## config.mk

```make
export PLATFORM = sky130hd
export DESIGN_NAME = bist_fail_log_flat
export DESIGN_NICKNAME = d
export VERILOG_FILES = /design/src/rtl/bist_fail_log_pkg.sv /design/src/rtl/bist_fail_log_if.sv /design/src/rtl/bist_fail_log_fail_fifo.sv /design/src/rtl/bist_fail_log.sv /design/src/flat_wrapper.sv
export SDC_FILE = /design/constraint.sdc
export NUM_CORES = 1
export LEC_CHECK = 0
export ABC_AREA = 1
export CORE_ASPECT_RATIO = 0.7
export CORE_MARGIN = 2
export CORE_UTILIZATION = 57
export DETAILED_ROUTE_END_ITERATION = 10
export GPL_TIMING_DRIVEN = 0
export PLACE_DENSITY = 0.84
export SYNTH_ARGS = -nofsm -noshare
export SYNTH_HDL_FRONTEND = slang
export SYNTH_SLANG_ARGS = --single-unit
export TNS_END_PERCENT = 20
```

## constraint.sdc

```tcl
create_clock -name clk -period 3.5 [get_ports clk]
set_clock_uncertainty 0.15 [all_clocks]
set_input_delay 0.525 -clock clk [delete_from_list [all_inputs] [get_ports clk]]
set_output_delay 0.525 -clock clk [all_outputs]
set_load 0.02 [all_outputs]
```

## src/rtl/bist_fail_log_pkg.sv

```systemverilog
// Shared widths, depths and FSM encoding for the BIST fail logger.
package bist_fail_log_pkg;
  localparam int SRAM_ADDR_WIDTH = 8;
  localparam int SRAM_WORD_WIDTH = 4;
  localparam int FAIL_LOG_DEPTH  = 8;
  localparam int FAIL_CNT_WIDTH  = 10;

  typedef enum logic [1:0] {
    ST_IDLE    = 2'd0,
    ST_LOGGING = 2'd1,
    ST_DONE    = 2'd2
  } log_state_e;
endpackage

```

## src/rtl/bist_fail_log_if.sv

```systemverilog
// Readout channel for logged fail entries.
// valid/ready: a transfer happens on a rising edge where rd_valid && rd_ready; the
// producer holds rd_addr/rd_data stable while rd_valid=1 and rd_ready=0.
interface bist_fail_log_if #(
  parameter int ADDR_W = 8,
  parameter int WORD_W = 4
);
  logic              rd_valid;
  logic              rd_ready;
  logic [ADDR_W-1:0] rd_addr;
  logic [WORD_W-1:0] rd_data;

  modport master (output rd_valid, output rd_addr, output rd_data, input rd_ready);
  modport slave  (input rd_valid, input rd_addr, input rd_data, output rd_ready);
endinterface

```

## src/rtl/bist_fail_log_fail_fifo.sv

```systemverilog
// Synchronous FIFO with flush; pointers carry one extra wrap bit so full/empty
// come straight from pointer comparison.
module fail_fifo #(
  parameter int DW    = 12,
  parameter int DEPTH = 8
) (
  input  logic          clk,
  input  logic          rst,
  input  logic          i_flush,
  input  logic          i_push,
  input  logic          i_pop,
  input  logic [DW-1:0] i_din,
  output logic          o_full,
  output logic          o_empty,
  output logic          o_accept,
  output logic [DW-1:0] o_dout
);
  localparam int AW = $clog2(DEPTH);
  localparam int PW = AW + 1;

  logic [PW-1:0] r_wr_ptr;
  logic [PW-1:0] r_rd_ptr;
  logic [DW-1:0] r_mem [DEPTH];
  logic          w_do_pop;
  logic          w_do_push;

  assign o_empty   = (r_wr_ptr == r_rd_ptr);
  assign o_full    = (r_wr_ptr[AW] != r_rd_ptr[AW]) &&
                     (r_wr_ptr[AW-1:0] == r_rd_ptr[AW-1:0]);
  assign w_do_pop  = i_pop && !o_empty && !i_flush;
  // A full FIFO still takes a push when the head leaves in the same cycle.
  assign w_do_push = i_push && !i_flush && (!o_full || w_do_pop);
  assign o_accept  = w_do_push;
  assign o_dout    = o_empty ? '0 : r_mem[r_rd_ptr[AW-1:0]];

  always_ff @(posedge clk or negedge rst) begin
    if (!rst) begin
      r_wr_ptr <= '0;
      r_rd_ptr <= '0;
    end else if (i_flush) begin
      r_wr_ptr <= '0;
      r_rd_ptr <= '0;
    end else begin
      if (w_do_push) r_wr_ptr <= r_wr_ptr + 1'b1;
      if (w_do_pop)  r_rd_ptr <= r_rd_ptr + 1'b1;
    end
  end

  always_ff @(posedge clk) begin
    if (w_do_push) r_mem[r_wr_ptr[AW-1:0]] <= i_din;
  end
endmodule

```

## src/rtl/bist_fail_log.sv

```systemverilog
// BIST fail logger: FIFO of failing accesses, saturating count, sticky overflow, verdict.
// Optional BIST_FAIL_DEDUP_EN suppresses pushes that repeat the last pushed address.
module bist_fail_log
  import bist_fail_log_pkg::*;
#(
  parameter int ADDR_W    = SRAM_ADDR_WIDTH,
  parameter int WORD_W    = SRAM_WORD_WIDTH,
  parameter int LOG_DEPTH = FAIL_LOG_DEPTH,
  parameter int CNT_W     = FAIL_CNT_WIDTH
) (
  input  logic              clk,
  input  logic              rst,
  input  logic              start_log,
  input  logic              bist_done,
  input  logic              fail,
  input  logic [ADDR_W-1:0] fail_addr,
  input  logic [WORD_W-1:0] fail_data,
  bist_fail_log_if.master   rd,
  output logic [CNT_W-1:0]  fail_cnt,
  output logic              overflow,
  output logic              result_valid,
  output logic              pass,
  output log_state_e        dbg_state
);
  localparam logic [CNT_W-1:0] CNT_MAX = '1;

  log_state_e         r_state;
  log_state_e         w_state_nxt;
  logic [CNT_W-1:0]   r_cnt;
  logic [CNT_W-1:0]   w_cnt_nxt;
  logic               r_ovf;
  logic               w_ovf_nxt;
  logic               r_result_valid;
  logic               r_pass;
  logic               w_log_event;
  logic               w_dup;
  logic               w_push;
  logic               w_pop;
  logic               w_drop;
  logic               w_enter_done;
  logic               w_full;
  logic               w_empty;
  logic               w_accept;
  logic [ADDR_W+WORD_W-1:0] w_head;

  always_ff @(posedge clk or negedge rst) begin
    if (!rst) r_state <= ST_IDLE;
    else      r_state <= w_state_nxt;
  end

  always_comb begin
    w_state_nxt = r_state;
    if (start_log) begin
      w_state_nxt = ST_LOGGING;
    end else if (r_state == ST_LOGGING && bist_done) begin
      w_state_nxt = ST_DONE;
    end
  end

  assign w_log_event  = fail && (r_state == ST_LOGGING) && !start_log;
  assign w_pop        = !w_empty && rd.rd_ready && !start_log;
  assign w_push       = w_log_event && !w_dup;
  assign w_drop       = w_push && w_full && !w_pop;
  assign w_cnt_nxt    = (w_log_event && r_cnt != CNT_MAX) ? r_cnt + 1'b1 : r_cnt;
  assign w_ovf_nxt    = r_ovf | w_drop;
  assign w_enter_done = (r_state == ST_LOGGING) && bist_done && !start_log;

`ifdef BIST_FAIL_DEDUP_EN
  logic [ADDR_W-1:0] r_last_addr;
  logic              r_last_valid;

  assign w_dup = r_last_valid && (r_last_addr == fail_addr);

  always_ff @(posedge clk or negedge rst) begin
    if (!rst) begin
      r_last_addr  <= '0;
      r_last_valid <= 1'b0;
    end else if (start_log) begin
      r_last_addr  <= '0;
      r_last_valid <= 1'b0;
    end else if (w_accept) begin
      r_last_addr  <= fail_addr;
      r_last_valid <= 1'b1;
    end
  end
`else
  assign w_dup = 1'b0;
`endif

  // The verdict uses the next-state count/overflow so a fail on the bist_done cycle counts.
  always_ff @(posedge clk or negedge rst) begin
    if (!rst) begin
      r_cnt          <= '0;
      r_ovf          <= 1'b0;
      r_result_valid <= 1'b0;
      r_pass         <= 1'b0;
    end else if (start_log) begin
      r_cnt          <= '0;
      r_ovf          <= 1'b0;
      r_result_valid <= 1'b0;
      r_pass         <= 1'b0;
    end else begin
      r_cnt <= w_cnt_nxt;
      r_ovf <= w_ovf_nxt;
      if (w_enter_done) begin
        r_result_valid <= 1'b1;
        r_pass         <= (w_cnt_nxt == '0) && !w_ovf_nxt;
      end
    end
  end

  fail_fifo #(
    .DW    (ADDR_W + WORD_W),
    .DEPTH (LOG_DEPTH)
  ) u_fifo (
    .clk      (clk),
    .rst      (rst),
    .i_flush  (start_log),
    .i_push   (w_push),
    .i_pop    (w_pop),
    .i_din    ({fail_addr, fail_data}),
    .o_full   (w_full),
    .o_empty  (w_empty),
    .o_accept (w_accept),
    .o_dout   (w_head)
  );

  assign rd.rd_valid  = !w_empty;
  assign rd.rd_addr   = w_head[ADDR_W+WORD_W-1:WORD_W];
  assign rd.rd_data   = w_head[WORD_W-1:0];
  assign fail_cnt     = r_cnt;
  assign overflow     = r_ovf;
  assign result_valid = r_result_valid;
  assign pass         = r_pass;
  assign dbg_state    = r_state;
endmodule
```

## src/flat_wrapper.sv

```systemverilog
// flat-port wrapper written by rule: the top's interface ports become plain ports
module bist_fail_log_flat import bist_fail_log_pkg::*;
#(
  parameter int ADDR_W    = SRAM_ADDR_WIDTH,
  parameter int WORD_W    = SRAM_WORD_WIDTH,
  parameter int LOG_DEPTH = FAIL_LOG_DEPTH,
  parameter int CNT_W     = FAIL_CNT_WIDTH
)
  (clk, rst, start_log, bist_done, fail, fail_addr, fail_data, fail_cnt, overflow, result_valid, pass, dbg_state, rd_rd_valid, rd_rd_addr, rd_rd_data, rd_rd_ready);
  bist_fail_log_if #(.ADDR_W(ADDR_W), .WORD_W(WORD_W)) rd_i ();
  input  logic clk;
  input  logic rst;
  input  logic start_log;
  input  logic bist_done;
  input  logic fail;
  input  logic [ADDR_W-1:0] fail_addr;
  input  logic [WORD_W-1:0] fail_data;
  output logic [CNT_W-1:0] fail_cnt;
  output logic overflow;
  output logic result_valid;
  output logic pass;
  output log_state_e dbg_state;
  output wire logic [$bits(rd_i.rd_valid)-1:0] rd_rd_valid;
  output wire logic [$bits(rd_i.rd_addr)-1:0] rd_rd_addr;
  output wire logic [$bits(rd_i.rd_data)-1:0] rd_rd_data;
  input wire logic [$bits(rd_i.rd_ready)-1:0] rd_rd_ready;
  assign rd_rd_valid = rd_i.rd_valid;
  assign rd_rd_addr = rd_i.rd_addr;
  assign rd_rd_data = rd_i.rd_data;
  assign rd_i.rd_ready = rd_rd_ready;
  bist_fail_log #(.ADDR_W(ADDR_W), .WORD_W(WORD_W), .LOG_DEPTH(LOG_DEPTH), .CNT_W(CNT_W)) u_core (.clk(clk), .rst(rst), .start_log(start_log), .bist_done(bist_done), .fail(fail), .fail_addr(fail_addr), .fail_data(fail_data), .rd(rd_i), .fail_cnt(fail_cnt), .overflow(overflow), .result_valid(result_valid), .pass(pass), .dbg_state(dbg_state));
endmodule
```

==> results.yml <==
drt:
  wl_per_cell_um: 18.79
  totalWireLength_mm: 12.93
  drtPass1Iterations: 5
  drcViolationCount: 0
  dr_total_vias: 3959
  ant_nets: 0
  via_per_inst: 5.754
  drt-initial-drc-count: 645
grt:
  grt_use_total_pct: 27.64
  use_met3_pct: 9.153
  grt_pass1_wl_mm: 19.99
  use_met2_pct: 40.35
  grt.busiest_layer: "met2"
  grt_pass1_vias: 3807
  grt_max_degree: 23
  gr-usage-met1_pct: 37.91
  gr-total-overflow: 0
  antenna_found_initial: 0
timing:
  tightest_slew_ns: 1.294
  fin_ws_ns: 0.01711
  slew_viol_final: 0
  post-route-period-util_pct: 99.51
  timing.slew.headroom_pct: 13.39
  max_freq_ghz: 0.2871
  fin_crit_ns: 3.483
  setup-violations-final: 0
  hold_viol: 0
  rsz0062_at_grt: "yes"
synthesis:
  synth_cell_type_count: 30
  yosys_warnings: 0
  ys_ff_latch: 118
  synth_area_sq_mm: 0.005145
  synth_top_area_cell: "edfxtp_1"
  syn_nets: 509
  ys_top_cells_by_area: "edfxtp_1 56%, dfrtp_1 11%, nor2_1 7.4%, o21ai_0 6.0%, nand2_1 5.5%"
  syn_inst: 488
  seq_area_frac_synth_pct: 66.73
  netlist.area_leader.share_pct: 56.03
  avgSynthCellArea_sq_um: 10.54
cells_and_area:
  fin_nets: 576
  layout_common_cells: "102 x nor2_1, 96 x edfxtp_1, 76 x nand2_1, 62 x o21ai_0, 44 x clkdlybuf4s50_1"
  drive_gt1_share_pct: 12.50
  nFillCells: 558
  area_delta_synth_final_pct: 23.10
  mostFrequentLayoutCell: "nor2_1"
  fin_util_pct: 73.49
  finalNonFillerCells: 688
  n_antenna_cell: 0
power:
  pwr-share-comb_pct: 16.2
  sw_frac_of_total_pct: 26.77
  vdd_drop_max_mv: 0.4461
  power_switching_w: 0.0009935
  leakagePower_nw: 2.358
  seq_power_share_pct: 42.1
  internal_power_w: 0.002718
  clock_power_share_pct: 41.7
  power_density_mw_per_mm2: 586.0
die:
  row_count: 28
  die_w_um: 117.6
  die_area_sq_mm: 0.009815
  fp.dieH_um: 83.49
  io_pins: 46
  core_area_sq_mm: 0.008618
  start_util_pct: 59.70
placed_design:
  io_buffers: 44
  gp_congestion: 0.8851
  dp_cells: 656
  dp_hpwl_mm: 8.601
  pre_cts_ws_ns: 0.2816
cts:
  postCtsHoldBufs: 0
  numCtsBuffers: 17
  cts.path.max_buffers: 2
  cts_tree: "done"
  h-tree-depth: 4
  post_cts_buffers: 0
  clk_pin_slew_ns: 0.06
  cts-root-buf: "clkbuf_16"
  clkLatencyLatePin_ns: 0.42
  cts_sinks: 118
critical_path:
  crit_fanout: 10
  startpoint_type: "register"
  worstPathRequired_ns: 2.82
  critical_path_class: "reg2out"
  end_kind: "primary output"
  reg2reg_slack_ns: 0.43
  worstPathArrival_ns: 2.81
run_status:
  status: "finished clean"
worst_hold_path:
  hold_path.class: "in2reg"
flow_run:
  cap_violations: 0
==> final timing paths <==
kind                       cells after the start                                  start                                   end
max                                            8  u_core.u_fifo.r_rd_ptr[0]$_DFFE_PN0P_                         rd_rd_data[1]
min                                            2                              start_log          u_core.fail_cnt[9]$_DFF_PN0_
max reg2reg                                   12  u_core.u_fifo.r_rd_ptr[1]$_DFFE_PN0P_  u_core.u_fifo.r_mem[1][10]$_DFFE_PP_
min reg2reg                                    2                u_core.pass$_DFFE_PN0P_               u_core.pass$_DFFE_PN0P_
max in group asynchronous                      1                                    rst          u_core.fail_cnt[5]$_DFF_PN0_
min in group asynchronous                      1                                    rst          u_core.fail_cnt[4]$_DFF_PN0_
==> power by group through the flow <==
stage | logic (W) | registers (W) | clock network (W)
final | 0.000601 | 0.00156 | 0.00155
after floorplan | 0.000322 | 0.00159 | 0
after global routing | 0.000644 | 0.00156 | 0.00162
after CTS | 0.000590 | 0.00156 | 0.00155
after global placement | 0.000564 | 0.00159 | 0
after detailed placement | 0.000584 | 0.00159 | 0
==> registers in the layout, indices dropped and copies added (netlist names) <==
register,cells
u_core.dbg_state,2
u_core.u_fifo.r_rd_ptr,4
u_core.pass,1
u_core.u_fifo.r_wr_ptr,4
u_core.u_fifo.r_mem,96
u_core.overflow,1
u_core.fail_cnt,10
==> routing by layer <==
| layer | vias to the layer above | wire length (um) |
|---|---|---|
| met4 | 0 | 265 |
| met1 | 1838 | 5394 |
| met5 | - | 0 |
| li1 | 1834 | - |
| met2 | 257 | 5811 |
| met3 | 30 | 1458 |
==> cells by family after synthesis <==
logic type | synth area share [%]
AOI/OAI and AO/OA | 10.17
buffers and inverters | 4.256
DFF | 66.73
and+or+nand+nor | 18.12
adders and majority gates | 0.7296
==> synth_stat cells <==
library cell	count
nor2_1	102
edfxtp_1	96
nand2_1	76
o21ai_0	62
dfrtp_1	22
inv_1	19
clkbuf_1	14
nand3_1	13
a31oi_1	12
o22ai_1	12
inv_2	8
a21oi_1	7
buf_2	6
nand2_2	5
nor3_1	5
nand4_1	4
o21ai_1	4
ha_1	3
nand3b_1	3
nor2_4	3
inv_4	2
nor2_2	2
buf_1	1
buf_4	1
buf_6	1
nand2_4	1
nand3_2	1
nand3_4	1
nor3_2	1
o21a_1	1
==> stage by stage <==
step	total power, W	TNS, ns	area (sq um)	hold slack, ns
floorplan	0.001914	0	5145	0.07941
global placement	0.002151	-7.660	5736	0.3573
detailed placement	0.002173	0	5801	0.3710
CTS	0.003708	0	6329	0.2274
global route	0.003830	-0.3346	6334	0.2356
finish	0.003712	0	6334	0.2376
==> repair_timing <==
action                                 in CTS  in global routing
gates resized for setup                     1                  8
setup endpoints to repair                   1                 10
endpoints found under the hold margin       0                  0
==> worst max-delay path, cell delays in order (launching register included) <==
cell and delay [ns]:
dfrtp_1 0.39, buf_2 0.17, inv_2 0.10, clkbuf_1 0.45
nor2_1 0.08, o22ai_1 0.18, o21ai_0 0.12, a31oi_1 0.25
clkdlybuf4s50_1 0.66
==> final cells by class <==
class	count	area, sq um	share of cell area [%]
tap	120	150.1	2.371
buffer	23	111.4	1.758
timing repair buffer	48	485.5	7.665
sequential	118	3433	54.21
multi-input combinational	318	1513	23.88
clock buffer	22	444.2	7.013
inverter	29	113.9	1.798
clock inverter	10	82.58	1.304
No activity file was read; power rests on OpenSTA's default activity.
